===== config.mk =====
export PLATFORM = sky130hd
export DESIGN_NAME = mem_arbiter_flat
export DESIGN_NICKNAME = d
export VERILOG_FILES = /design/src/rtl/mem_arb_pkg.sv /design/src/rtl/mem_arbiter_if.sv /design/src/rtl/mem_arb_pick.sv /design/src/rtl/mem_arbiter.sv /design/src/flat_wrapper.sv
export SDC_FILE = /design/constraint.sdc
export NUM_CORES = 1
export LEC_CHECK = 0
export ABC_AREA = 1
export CAP_MARGIN = 10
export CORE_UTILIZATION = 40
export CTS_BUF_LIST = sky130_fd_sc_hd__clkbuf_4
export CTS_CLUSTER_SIZE = 40
export DETAILED_ROUTE_END_ITERATION = 16
export PLACE_DENSITY = 0.91
export SLEW_MARGIN = 10
export SYNTH_ARGS = -nofsm -noshare
export SYNTH_HDL_FRONTEND = slang
export SYNTH_SLANG_ARGS = --single-unit

===== constraint.sdc =====
create_clock -name clock -period 1.8 [get_ports clock]
set_clock_uncertainty 0.1 [all_clocks]
set_input_delay 0.18 -clock clock [delete_from_list [all_inputs] [get_ports clock]]
set_output_delay 0.18 -clock clock [all_outputs]
set_load 0.02 [all_outputs]

===== src/rtl/mem_arb_pkg.sv =====
// Shared types and helpers for the two-port data_memory arbiter.
// Holds the FSM state encoding, requester-id width and the address legality check.
package mem_arb_pkg;

  localparam int ADDR_W_DEF = 32;
  localparam int MEM_AW_DEF = 10;
  localparam int REQ_ID_W   = 1;

  typedef enum logic [1:0] {
    S_IDLE   = 2'd0,
    S_ACCESS = 2'd1,
    S_RESP   = 2'd2
  } state_t;

  // Word accesses only, and nothing above the decoded memory window.
  function automatic logic addr_err(input logic [ADDR_W_DEF-1:0] addr, input int mem_aw);
    logic [ADDR_W_DEF-1:0] hi;
    hi = addr >> mem_aw;
    return (addr[1:0] != 2'b00) || (hi != '0);
  endfunction

endpackage


===== src/rtl/mem_arbiter_if.sv =====
// One requester port of the arbiter: valid/ready request channel plus a one-cycle response.
// The requester uses the master modport, the arbiter the slave modport.
interface mem_arbiter_if #(
  parameter int ADDR_W = 32
);
  logic              valid;
  logic              ready;
  logic              write;
  logic [ADDR_W-1:0] addr;
  logic [ADDR_W-1:0] wdata;
  logic              rsp_valid;
  logic [ADDR_W-1:0] rsp_rdata;
  logic              rsp_err;

  modport master (
    output valid, write, addr, wdata,
    input  ready, rsp_valid, rsp_rdata, rsp_err
  );

  modport slave (
    input  valid, write, addr, wdata,
    output ready, rsp_valid, rsp_rdata, rsp_err
  );
endinterface


===== src/rtl/mem_arb_pick.sv =====
// Two-way grant selection producing a one-hot grant from the request valids.
// MEM_ARB_RR_EN selects round-robin on contention; otherwise requester 0 has fixed priority.
module mem_arb_pick
  import mem_arb_pkg::*;
(
  input  logic [1:0]          valid,
  input  logic [REQ_ID_W-1:0] last_grant,
  output logic [1:0]          grant
);

`ifdef MEM_ARB_RR_EN
  always_comb begin
    grant = valid;
    // On contention hand the grant to whoever did not win last time.
    if (valid == 2'b11) begin
      grant = (last_grant == REQ_ID_W'(1)) ? 2'b01 : 2'b10;
    end
  end
`else
  logic unused_last_grant;
  assign unused_last_grant = ^last_grant;

  always_comb begin
    grant = 2'b00;
    if (valid[0]) begin
      grant = 2'b01;
    end else if (valid[1]) begin
      grant = 2'b10;
    end
  end
`endif

endmodule


===== src/rtl/mem_arbiter.sv =====
// Arbiter/sequencer serialising two requesters onto data_memory: IDLE -> ACCESS -> RESP.
// Arbitration policy follows MEM_ARB_RR_EN (round-robin when defined, fixed priority otherwise).
module mem_arbiter
  import mem_arb_pkg::*;
#(
  parameter int ADDR_W = ADDR_W_DEF,
  parameter int MEM_AW = MEM_AW_DEF
) (
  input  logic              clock,
  input  logic              reset,
  mem_arbiter_if.slave      req0,
  mem_arbiter_if.slave      req1,
  output logic              MemRead,
  output logic              MemWrite,
  output logic [ADDR_W-1:0] endereco,
  output logic [ADDR_W-1:0] write_data,
  input  logic [ADDR_W-1:0] read_data
);

  state_t              state_q, state_d;
  logic                op_write_q, op_write_d;
  logic [ADDR_W-1:0]   op_addr_q, op_addr_d;
  logic [ADDR_W-1:0]   op_wdata_q, op_wdata_d;
  logic [REQ_ID_W-1:0] op_id_q, op_id_d;
  logic                op_err_q, op_err_d;
  logic [ADDR_W-1:0]   rdata_q, rdata_d;
  logic [REQ_ID_W-1:0] last_grant_q, last_grant_d;
  logic [1:0]          rsp_valid_q, rsp_valid_d;

  logic [1:0]          valid;
  logic [1:0]          grant;
  logic [1:0]          ready;
  logic                hs;
  logic                sel_write;
  logic [ADDR_W-1:0]   sel_addr;
  logic [ADDR_W-1:0]   sel_wdata;
  logic                in_access;

  assign valid = {req1.valid, req0.valid};

  mem_arb_pick u_pick (
    .valid      (valid),
    .last_grant (last_grant_q),
    .grant      (grant)
  );

  always_comb begin
    ready        = (state_q == S_IDLE && !reset) ? grant : 2'b00;
    hs           = |ready;
    sel_write    = grant[1] ? req1.write : req0.write;
    sel_addr     = grant[1] ? req1.addr  : req0.addr;
    sel_wdata    = grant[1] ? req1.wdata : req0.wdata;

    state_d      = state_q;
    op_write_d   = op_write_q;
    op_addr_d    = op_addr_q;
    op_wdata_d   = op_wdata_q;
    op_id_d      = op_id_q;
    op_err_d     = op_err_q;
    rdata_d      = rdata_q;
    last_grant_d = last_grant_q;
    rsp_valid_d  = 2'b00;

    case (state_q)
      S_IDLE: begin
        if (hs) begin
          state_d      = S_ACCESS;
          op_write_d   = sel_write;
          op_addr_d    = sel_addr;
          op_wdata_d   = sel_wdata;
          op_id_d      = REQ_ID_W'(grant[1]);
          op_err_d     = addr_err(sel_addr, MEM_AW);
          last_grant_d = REQ_ID_W'(grant[1]);
        end
      end
      S_ACCESS: begin
        state_d              = S_RESP;
        rdata_d              = (!op_err_q && !op_write_q) ? read_data : '0;
        rsp_valid_d[op_id_q] = 1'b1;
      end
      S_RESP: begin
        state_d = S_IDLE;
        rdata_d = '0;
      end
      default: state_d = S_IDLE;
    endcase
  end

  always_ff @(posedge clock) begin
    if (reset) begin
      state_q      <= S_IDLE;
      op_write_q   <= 1'b0;
      op_addr_q    <= '0;
      op_wdata_q   <= '0;
      op_id_q      <= '0;
      op_err_q     <= 1'b0;
      rdata_q      <= '0;
      last_grant_q <= REQ_ID_W'(1);
      rsp_valid_q  <= 2'b00;
    end else begin
      state_q      <= state_d;
      op_write_q   <= op_write_d;
      op_addr_q    <= op_addr_d;
      op_wdata_q   <= op_wdata_d;
      op_id_q      <= op_id_d;
      op_err_q     <= op_err_d;
      rdata_q      <= rdata_d;
      last_grant_q <= last_grant_d;
      rsp_valid_q  <= rsp_valid_d;
    end
  end

  // Memory strobes are gated by reset so an interrupted ACCESS never commits a store.
  assign in_access  = (state_q == S_ACCESS);
  assign MemRead    = in_access && !op_err_q && !op_write_q && !reset;
  assign MemWrite   = in_access && !op_err_q &&  op_write_q && !reset;
  assign endereco   = (in_access && !op_err_q) ? op_addr_q  : '0;
  assign write_data = (in_access && !op_err_q) ? op_wdata_q : '0;

  assign req0.ready     = ready[0];
  assign req1.ready     = ready[1];
  assign req0.rsp_valid = rsp_valid_q[0];
  assign req1.rsp_valid = rsp_valid_q[1];
  assign req0.rsp_err   = rsp_valid_q[0] && op_err_q;
  assign req1.rsp_err   = rsp_valid_q[1] && op_err_q;
  assign req0.rsp_rdata = rsp_valid_q[0] ? rdata_q : '0;
  assign req1.rsp_rdata = rsp_valid_q[1] ? rdata_q : '0;

endmodule


===== src/flat_wrapper.sv =====
// flat-port wrapper written by rule: the top's interface ports become plain ports
module mem_arbiter_flat import mem_arb_pkg::*;
#(
  parameter int ADDR_W = ADDR_W_DEF,
  parameter int MEM_AW = MEM_AW_DEF
)
  (clock, reset, MemRead, MemWrite, endereco, write_data, read_data, req0_valid, req0_write, req0_addr, req0_wdata, req0_ready, req0_rsp_valid, req0_rsp_rdata, req0_rsp_err, req1_valid, req1_write, req1_addr, req1_wdata, req1_ready, req1_rsp_valid, req1_rsp_rdata, req1_rsp_err);
  mem_arbiter_if #(.ADDR_W(ADDR_W)) req0_i ();
  mem_arbiter_if #(.ADDR_W(ADDR_W)) req1_i ();
  input  logic clock;
  input  logic reset;
  output logic MemRead;
  output logic MemWrite;
  output logic [ADDR_W-1:0] endereco;
  output logic [ADDR_W-1:0] write_data;
  input  logic [ADDR_W-1:0] read_data;
  input wire logic [$bits(req0_i.valid)-1:0] req0_valid;
  input wire logic [$bits(req0_i.write)-1:0] req0_write;
  input wire logic [$bits(req0_i.addr)-1:0] req0_addr;
  input wire logic [$bits(req0_i.wdata)-1:0] req0_wdata;
  output wire logic [$bits(req0_i.ready)-1:0] req0_ready;
  output wire logic [$bits(req0_i.rsp_valid)-1:0] req0_rsp_valid;
  output wire logic [$bits(req0_i.rsp_rdata)-1:0] req0_rsp_rdata;
  output wire logic [$bits(req0_i.rsp_err)-1:0] req0_rsp_err;
  input wire logic [$bits(req1_i.valid)-1:0] req1_valid;
  input wire logic [$bits(req1_i.write)-1:0] req1_write;
  input wire logic [$bits(req1_i.addr)-1:0] req1_addr;
  input wire logic [$bits(req1_i.wdata)-1:0] req1_wdata;
  output wire logic [$bits(req1_i.ready)-1:0] req1_ready;
  output wire logic [$bits(req1_i.rsp_valid)-1:0] req1_rsp_valid;
  output wire logic [$bits(req1_i.rsp_rdata)-1:0] req1_rsp_rdata;
  output wire logic [$bits(req1_i.rsp_err)-1:0] req1_rsp_err;
  assign req0_i.valid = req0_valid;
  assign req0_i.write = req0_write;
  assign req0_i.addr = req0_addr;
  assign req0_i.wdata = req0_wdata;
  assign req0_ready = req0_i.ready;
  assign req0_rsp_valid = req0_i.rsp_valid;
  assign req0_rsp_rdata = req0_i.rsp_rdata;
  assign req0_rsp_err = req0_i.rsp_err;
  assign req1_i.valid = req1_valid;
  assign req1_i.write = req1_write;
  assign req1_i.addr = req1_addr;
  assign req1_i.wdata = req1_wdata;
  assign req1_ready = req1_i.ready;
  assign req1_rsp_valid = req1_i.rsp_valid;
  assign req1_rsp_rdata = req1_i.rsp_rdata;
  assign req1_rsp_err = req1_i.rsp_err;
  mem_arbiter #(.ADDR_W(ADDR_W), .MEM_AW(MEM_AW)) u_core (.clock(clock), .reset(reset), .req0(req0_i), .req1(req1_i), .MemRead(MemRead), .MemWrite(MemWrite), .endereco(endereco), .write_data(write_data), .read_data(read_data));
endmodule

==> impl_metrics.py, run 1 <==
metrics = {
    "status": {
        "status": "complete, but fails checks",
        "violations": "setup timing",
    },
    "worst_setup_path": {
        "ff2ff_path_depth": 10,
        "max_stage_delay_ps": 360,
        "crit_family": "compound AO/OA/AOI/OAI gates",
        "r2r_slack_ps": -190,
        "rr_startpoint": "u_core.state_q[1]",
        "cp_num_buf_inv": 5,
        "path_cells": "inv_2 -> buf_4 -> buf_6 -> ha_4 -> nand2_8 -> a21oi_4 -> buf_12 -> buf_6 -> o21ai_0 -> a31oi_1",
        "crit_path_max_fanout": 8,
        "start_kind": "register",
        "worst_ep_required_time_ps": 2090,
        "crit_arrival_ps": 2280,
        "crit_top_cell": "buf_6",
        "endpoint_kind": "register",
        "rr_endpoint": "u_core.op_addr_q[6]",
        "cp_slowest_cell": "dfxtp_2",
        "critPathKind": "reg2reg",
    },
    "timing": {
        "fin_crit_ps": 1993,
        "setup_slack_ps": -193.0,
        "rsz0062_at_grt": "yes",
        "tightest_slew_ps": 351.1,
        "finalSetupViolCount": 113,
        "timing.slew.headroom_pct": 76.59,
        "slew_violations": 0,
        "whs_ps": 144.5,
        "final-hold-violation-count": 0,
        "max_freq_mhz": 501.8,
        "fin_crit_sh_pct": 110.7,
    },
    "finish": {
        "fillers": 1043,
        "drive_above_1_share_pct": 24.46,
        "diodes": 0,
        "register_area_mm2": 0.002072,
        "utilization_pct": 71.64,
        "final_cell_mix": "nand2_1, clkdlybuf4s50_1, inv_1, dfxtp_1, buf_4",
        "syn_to_final_growth_pct": 73.75,
        "nNetsFinal": 1376,
        "multi_input_comb_area_mm2": 0.002790,
        "finalNonFillerCells": 1386,
        "design_area_mm2": 0.009524,
        "layout_commonest_cell": "nand2_1",
    },
    "placement": {
        "gp_congestion": 0.9012,
        "placed_cells": 1349,
        "dpl_cell_area_mm2": 0.009026,
        "port_buffers": 301,
        "post-dp-hpwl_um": 13780,
    },
    "synth": {
        "yosys_warnings": 0,
        "netlist_area_mm2": 0.005482,
        "synthDistinctLibCells": 26,
        "synth-seq-area-share_pct": 37.62,
        "synth-seq-cells": 103,
        "avgSynthCellArea_um2": 6.250,
        "syn_inst": 877,
        "synth_nets": 1048,
    },
    "power": {
        "clockPowerShare_pct": 13.7,
        "power_density_mw_per_mm2": 1044,
        "p_leak_nw": 4.581,
        "vdd_drop_max_v": 0.001003,
        "p_comb_share_pct": 52.8,
        "swShare_pct": 40.98,
        "pwr-share-seq_pct": 33.5,
        "power.switching_mw": 4.075,
        "internal_power_mw": 5.869,
        "totalPowerFinal_mw": 9.944,
    },
    "drt": {
        "via_per_inst": 5.063,
        "drc": 0,
        "firstDrtPassIters": 6,
        "wl_per_cell_um": 15.05,
        "drt-initial-drc-count": 463,
        "ant_nets": 0,
        "via_count": 7018,
        "finalWirelength_um": 20860,
    },
    "floorplanning": {
        "die_area_mm2": 0.01418,
        "fp.coreArea_mm2": 0.01330,
        "start_util_pct": 41.23,
        "rows": 42,
        "die_w_um": 119.1,
        "io_pins": 302,
        "die_h_um": 119.1,
    },
    "hold_path": {
        "holdPathStages": 3,
        "hold_start": "req0_wdata[3]",
        "holdPathEnd": "u_core.op_wdata_q[3]",
        "min_path_type": "in2reg",
    },
    "cts": {
        "clk_pin_slew_ps": 160,
        "htree_levels": 3,
        "cts_tree": "yes",
        "cts_root_buf": "clkbuf_4",
        "insertion_delay_ps": 490,
        "cts_made_buffers": 9,
        "clockBufferDepth": 2,
        "clkSinkCount": 103,
    },
    "grt": {
        "grt_first_pass_wirelength_um": 29700,
        "grt.total_usage_pct": 26.29,
        "overflow": 0,
        "antenna_found_initial": 0,
        "grt_pass1_vias": 6238,
        "grt_max_degree": 42,
    },
    "flow_run": {
        "drv_cap": 0,
    },
}
-- cells in the mapped netlist --
master | n | area (um^2)
nand3_1 | 10 | 50.05
nand4_1 | 32 | 200.2
inv_2 | 3 | 11.26
ha_1 | 5 | 62.56
inv_4 | 1 | 6.260
nor2_4 | 1 | 11.26
o21ai_0 | 67 | 335.3
nand3_2 | 1 | 10.01
buf_6 | 4 | 45.04
nand2_2 | 1 | 6.260
nand2_1 | 242 | 908.4
nor2_1 | 85 | 319.1
inv_1 | 150 | 563.0
a31oi_1 | 41 | 256.5
nand3b_1 | 1 | 7.510
a21oi_4 | 1 | 16.27
nand2_4 | 1 | 11.26
dfxtp_1 | 103 | 2062
buf_2 | 22 | 110.1
clkbuf_2 | 1 | 5.000
buf_4 | 2 | 15.01
a21oi_1 | 59 | 295.3
buf_1 | 6 | 22.52
o21ai_1 | 6 | 30.03
clkbuf_1 | 31 | 116.4
nor3_1 | 1 | 5.000
-- final cells by class --
class / count / area share [%]
Sequential cell: 103 / 21.76
Multi-Input combinational cell: 554 / 29.30
Clock buffer: 9 / 0.7094
Clock inverter: 7 / 0.9196
Timing Repair Buffer: 383 / 38.91
Tap cell: 176 / 2.312
Inverter: 154 / 6.096
-- timing repair --
action / 4_1_cts / 5_1_grt
gates resized for setup: 549 / 177
cloned: 2 / 9
hold endpoints to repair: 0 / 0
endpoints found under the setup margin: 136 / 139
hold buffers: 0 / 0
pin swaps: 2 / 6
setup buffers: 0 / 11
-- power groups by stage --
stage          clock network, mW  registers (mW)  logic (mW)
2_1_floorplan                  0            3.21        2.34
3_3_place_gp                   0            3.28        4.10
3_5_place_dp                   0            3.32        4.21
4_1_cts                     1.37            3.29        4.39
5_1_grt                     1.49            3.40        5.61
6_report                    1.36            3.33        5.25
-- per-layer routing --
layer | global-route usage, % | part of all wire [%]
met5 | 0 | 0
met2 | 45.68 | 52
met4 | 13.61 | 4.1
met1 | 30.04 | 37
met3 | 5.843 | 7.3
-- worst max-delay path by stage --
stage / start / end / slack, ps / cells after the start
2_1_floorplan: u_core.state_q[0] / u_core.rdata_q[22] / 230 / 7
3_3_place_gp: reset / MemRead / -290 / 6
3_5_place_dp: reset / MemRead / -280 / 6
4_1_cts: u_core.state_q[1] / MemRead / -210 / 7
5_1_grt: u_core.state_q[1] / u_core.op_addr_q[6] / -230 / 10
6_report: u_core.state_q[1] / u_core.op_addr_q[6] / -190 / 10
-- through the flow --
stage	TNS, ps	worst slack (ps)
after floorplan	0	226.5
after global placement	-4754	-285.5
after detailed placement	-10010	-280.3
after CTS	-7539	-214.4
after global routing	-18760	-226.7
final	-7003	-193.0
-- kinds of logic after synthesis --
group	Yosys count	synth area share [%]
AO/OA/AOI/OAI	174	17.03
adder cells (fa/ha/maj)	5	1.141
buffers and inverters	220	16.32
flip-flops	103	37.62
AND/OR/NAND/NOR	375	27.89
-- state kept, by name (all words and copies together) (netlist names) --
| signal | cells |
|---|---|
| u_core.state_q | 2 |
| u_core.rsp_valid_q | 2 |
| u_core.op_err_q | 1 |
| u_core.op_addr_q | 32 |
| u_core.op_write_q | 1 |
| u_core.op_id_q | 1 |
| u_core.op_wdata_q | 32 |
| u_core.rdata_q | 32 |
-- tightest hold or removal path: stages --
cell and delay (ps):
clkdlybuf4s50_1 390, nand2_1 60, a31oi_1 70
Power figures use the tool's default switching activity.
==> run 2, diff against run 1 <==
Settings changed: CORE_UTILIZATION 40 to 23, PLACE_DENSITY 0.91 to 0.6.
==> impl_metrics.py, run 2 (synthesis gave the netlist of run 1 again) <==
metrics = {
    "worst_setup_path": {
        "crit_arrival_ps": 1640,
        "rr_endpoint": "u_core.op_wdata_q[11]",
        "endpoint_kind": "output port",
        "worst_ep_required_time_ps": 1520,
        "ff2ff_path_depth": 9,
        "start_kind": "register",
        "rr_startpoint": "u_core.state_q[1]",
        "cp-startpoint": "u_core.state_q[1]",
        "crit_path_max_fanout": 11,
        "r2r_slack_ps": 60,
        "critPathKind": "reg2out",
    },
    "grt": {
        "overflow": 0,
        "grt.total_usage_pct": 16.91,
        "grt_pass1_vias": 6156,
        "grt_first_pass_wirelength_um": 32090,
        "grt_max_degree": 39,
        "antenna_found_initial": 1,
    },
    "finish": {
        "fillers": 2525,
        "final_cell_mix": "nand2_1, clkdlybuf4s50_1, inv_1, dfxtp_1, buf_4",
        "design_area_mm2": 0.009604,
        "multi_input_comb_area_mm2": 0.002879,
        "syn_to_final_growth_pct": 75.21,
        "register_area_mm2": 0.002072,
        "layout_commonest_cell": "nand2_1",
        "drive_above_1_share_pct": 24.33,
        "utilization_pct": 41.04,
        "nNetsFinal": 1362,
        "reg.largest.list": "u_core.op_addr_q (32), u_core.op_wdata_q (32), u_core.rdata_q (32)",
    },
    "drt": {
        "via_count": 6526,
        "firstDrtPassIters": 4,
        "finalWirelength_um": 21720,
        "drc": 0,
        "drt-initial-drc-count": 308,
        "wl_per_cell_um": 14.33,
        "via_per_inst": 4.305,
        "ant_nets": 0,
    },
    "floorplanning": {
        "start_util_pct": 23.42,
        "die_area_mm2": 0.02445,
        "io_pins": 302,
        "die_w_um": 156.4,
        "fp.coreArea_mm2": 0.02340,
        "die_h_um": 156.4,
        "rows": 56,
    },
    "timing": {
        "timing.slew.headroom_pct": 75.42,
        "setup_slack_ps": -124.6,
        "fin_crit_sh_pct": 106.9,
        "final-hold-violation-count": 0,
        "slew_violations": 0,
        "max_freq_mhz": 519.6,
        "finalSetupViolCount": 65,
        "rsz0062_at_grt": "yes",
        "tightest_slew_ps": 368.7,
        "fin_crit_ps": 1925,
    },
    "cts": {
        "clockBufferDepth": 2,
        "clk_pin_slew_ps": 170,
        "cts_root_buf": "clkbuf_4",
        "clkSinkCount": 103,
        "htree_levels": 3,
        "cts_tree": "yes",
        "cts_hold_buf": 0,
        "insertion_delay_ps": 460,
        "cts_made_buffers": 9,
    },
    "placement": {
        "port_buffers": 301,
        "dpl_cell_area_mm2": 0.009123,
        "post-dp-hpwl_um": 14720,
        "gp_congestion": 0.7794,
        "pre_cts_slack_ps": -249.1,
    },
    "hold_path": {
        "holdPathStages": 3,
        "min_path_type": "in2reg",
        "holdPathEnd": "u_core.op_addr_q[5]",
        "hold_start": "req0_addr[5]",
    },
    "flow_run": {
        "drv_cap": 0,
    },
    "power": {
        "vdd_drop_max_v": 0.0005309,
        "power_density_mw_per_mm2": 1018,
        "p_leak_nw": 4.505,
    },
    "status": {
        "status": "complete, but fails checks",
        "violations": "setup timing",
    },
}
-- run 2: cell count changes in the layout (fill, tap and decap cells not counted), moves of 3 or more --
cell,before,now
clkbuf_16,8,5
clkdlybuf4s15_2,11,1
o21ai_1,35,7
buf_4,87,69
nor2_4,15,30
nor2_2,29,23
clkbuf_2,25,36
buf_6,39,48
nor2_1,42,33
clkinv_2,3,0
o21ai_0,36,65
-- run 2: how the worst max path moves through the flow --
stage | endpoint | slack, ps
floorplan | u_core.rdata_q[22] | 230
global placement | u_core.op_addr_q[0] | -240
detailed placement | MemRead | -250
CTS | endereco[5] | -160
global route | write_data[3] | -240
finish | endereco[6] | -120
-- run 2: worst max-delay path, stage by stage, from the launching register on --
cell and delay [ps]:
dfxtp_2 360, inv_2 70, ha_4 170, nand2_8 120, buf_12 190, nor2_1 110, buf_4 160
-- run 2: final cells by class --
type	count	area share [%]
Timing Repair Buffer	369	36.75
Multi-Input combinational cell	554	29.98
Antenna cell	1	0.02606
Inverter	154	6.045
Sequential cell	103	21.57
Clock inverter	5	0.6123
Tap cell	319	4.156
Clock buffer	11	0.8598
-- run 2: where the power goes --
part           switching (mW)  internal [mW]  total, mW
Combinational            2.93           2.27       5.20
Sequential              0.372           2.91       3.28
Clock                   0.835          0.457       1.29
Total                    4.14           5.64       9.78
-- run 2: repair_timing --
item | CTS | global route
gates resized for setup | 639 | 92
endpoints found under the setup margin | 181 | 145
pin swaps | 6 | 1
gates cloned | 4 | 6
buffers inserted | 3 | 0
-- run 2: per-layer routing --
metal / vias up / track usage (%) / routed length (um)
met2: 227 / 30.74 / 10920
met4: 0 / 4.809 / 334
met1: 2921 / 18.85 / 8981
met5: - / 0 / 0
met3: 19 / 5.179 / 1481
li1: 3359 / - / -
-- run 2: per-stage QoR --
stage	hold WS, ps	setup TNS, ps	power [mW]	instances
CTS	97.37	-8707	9.521	1509
global placement	323.5	-16990	7.542	1486
finish	151.6	-5338	9.777	1516
detailed placement	333.8	-19040	7.570	1486
global route	79.60	-12950	10.48	1516
floorplan	239.4	0	5.553	877
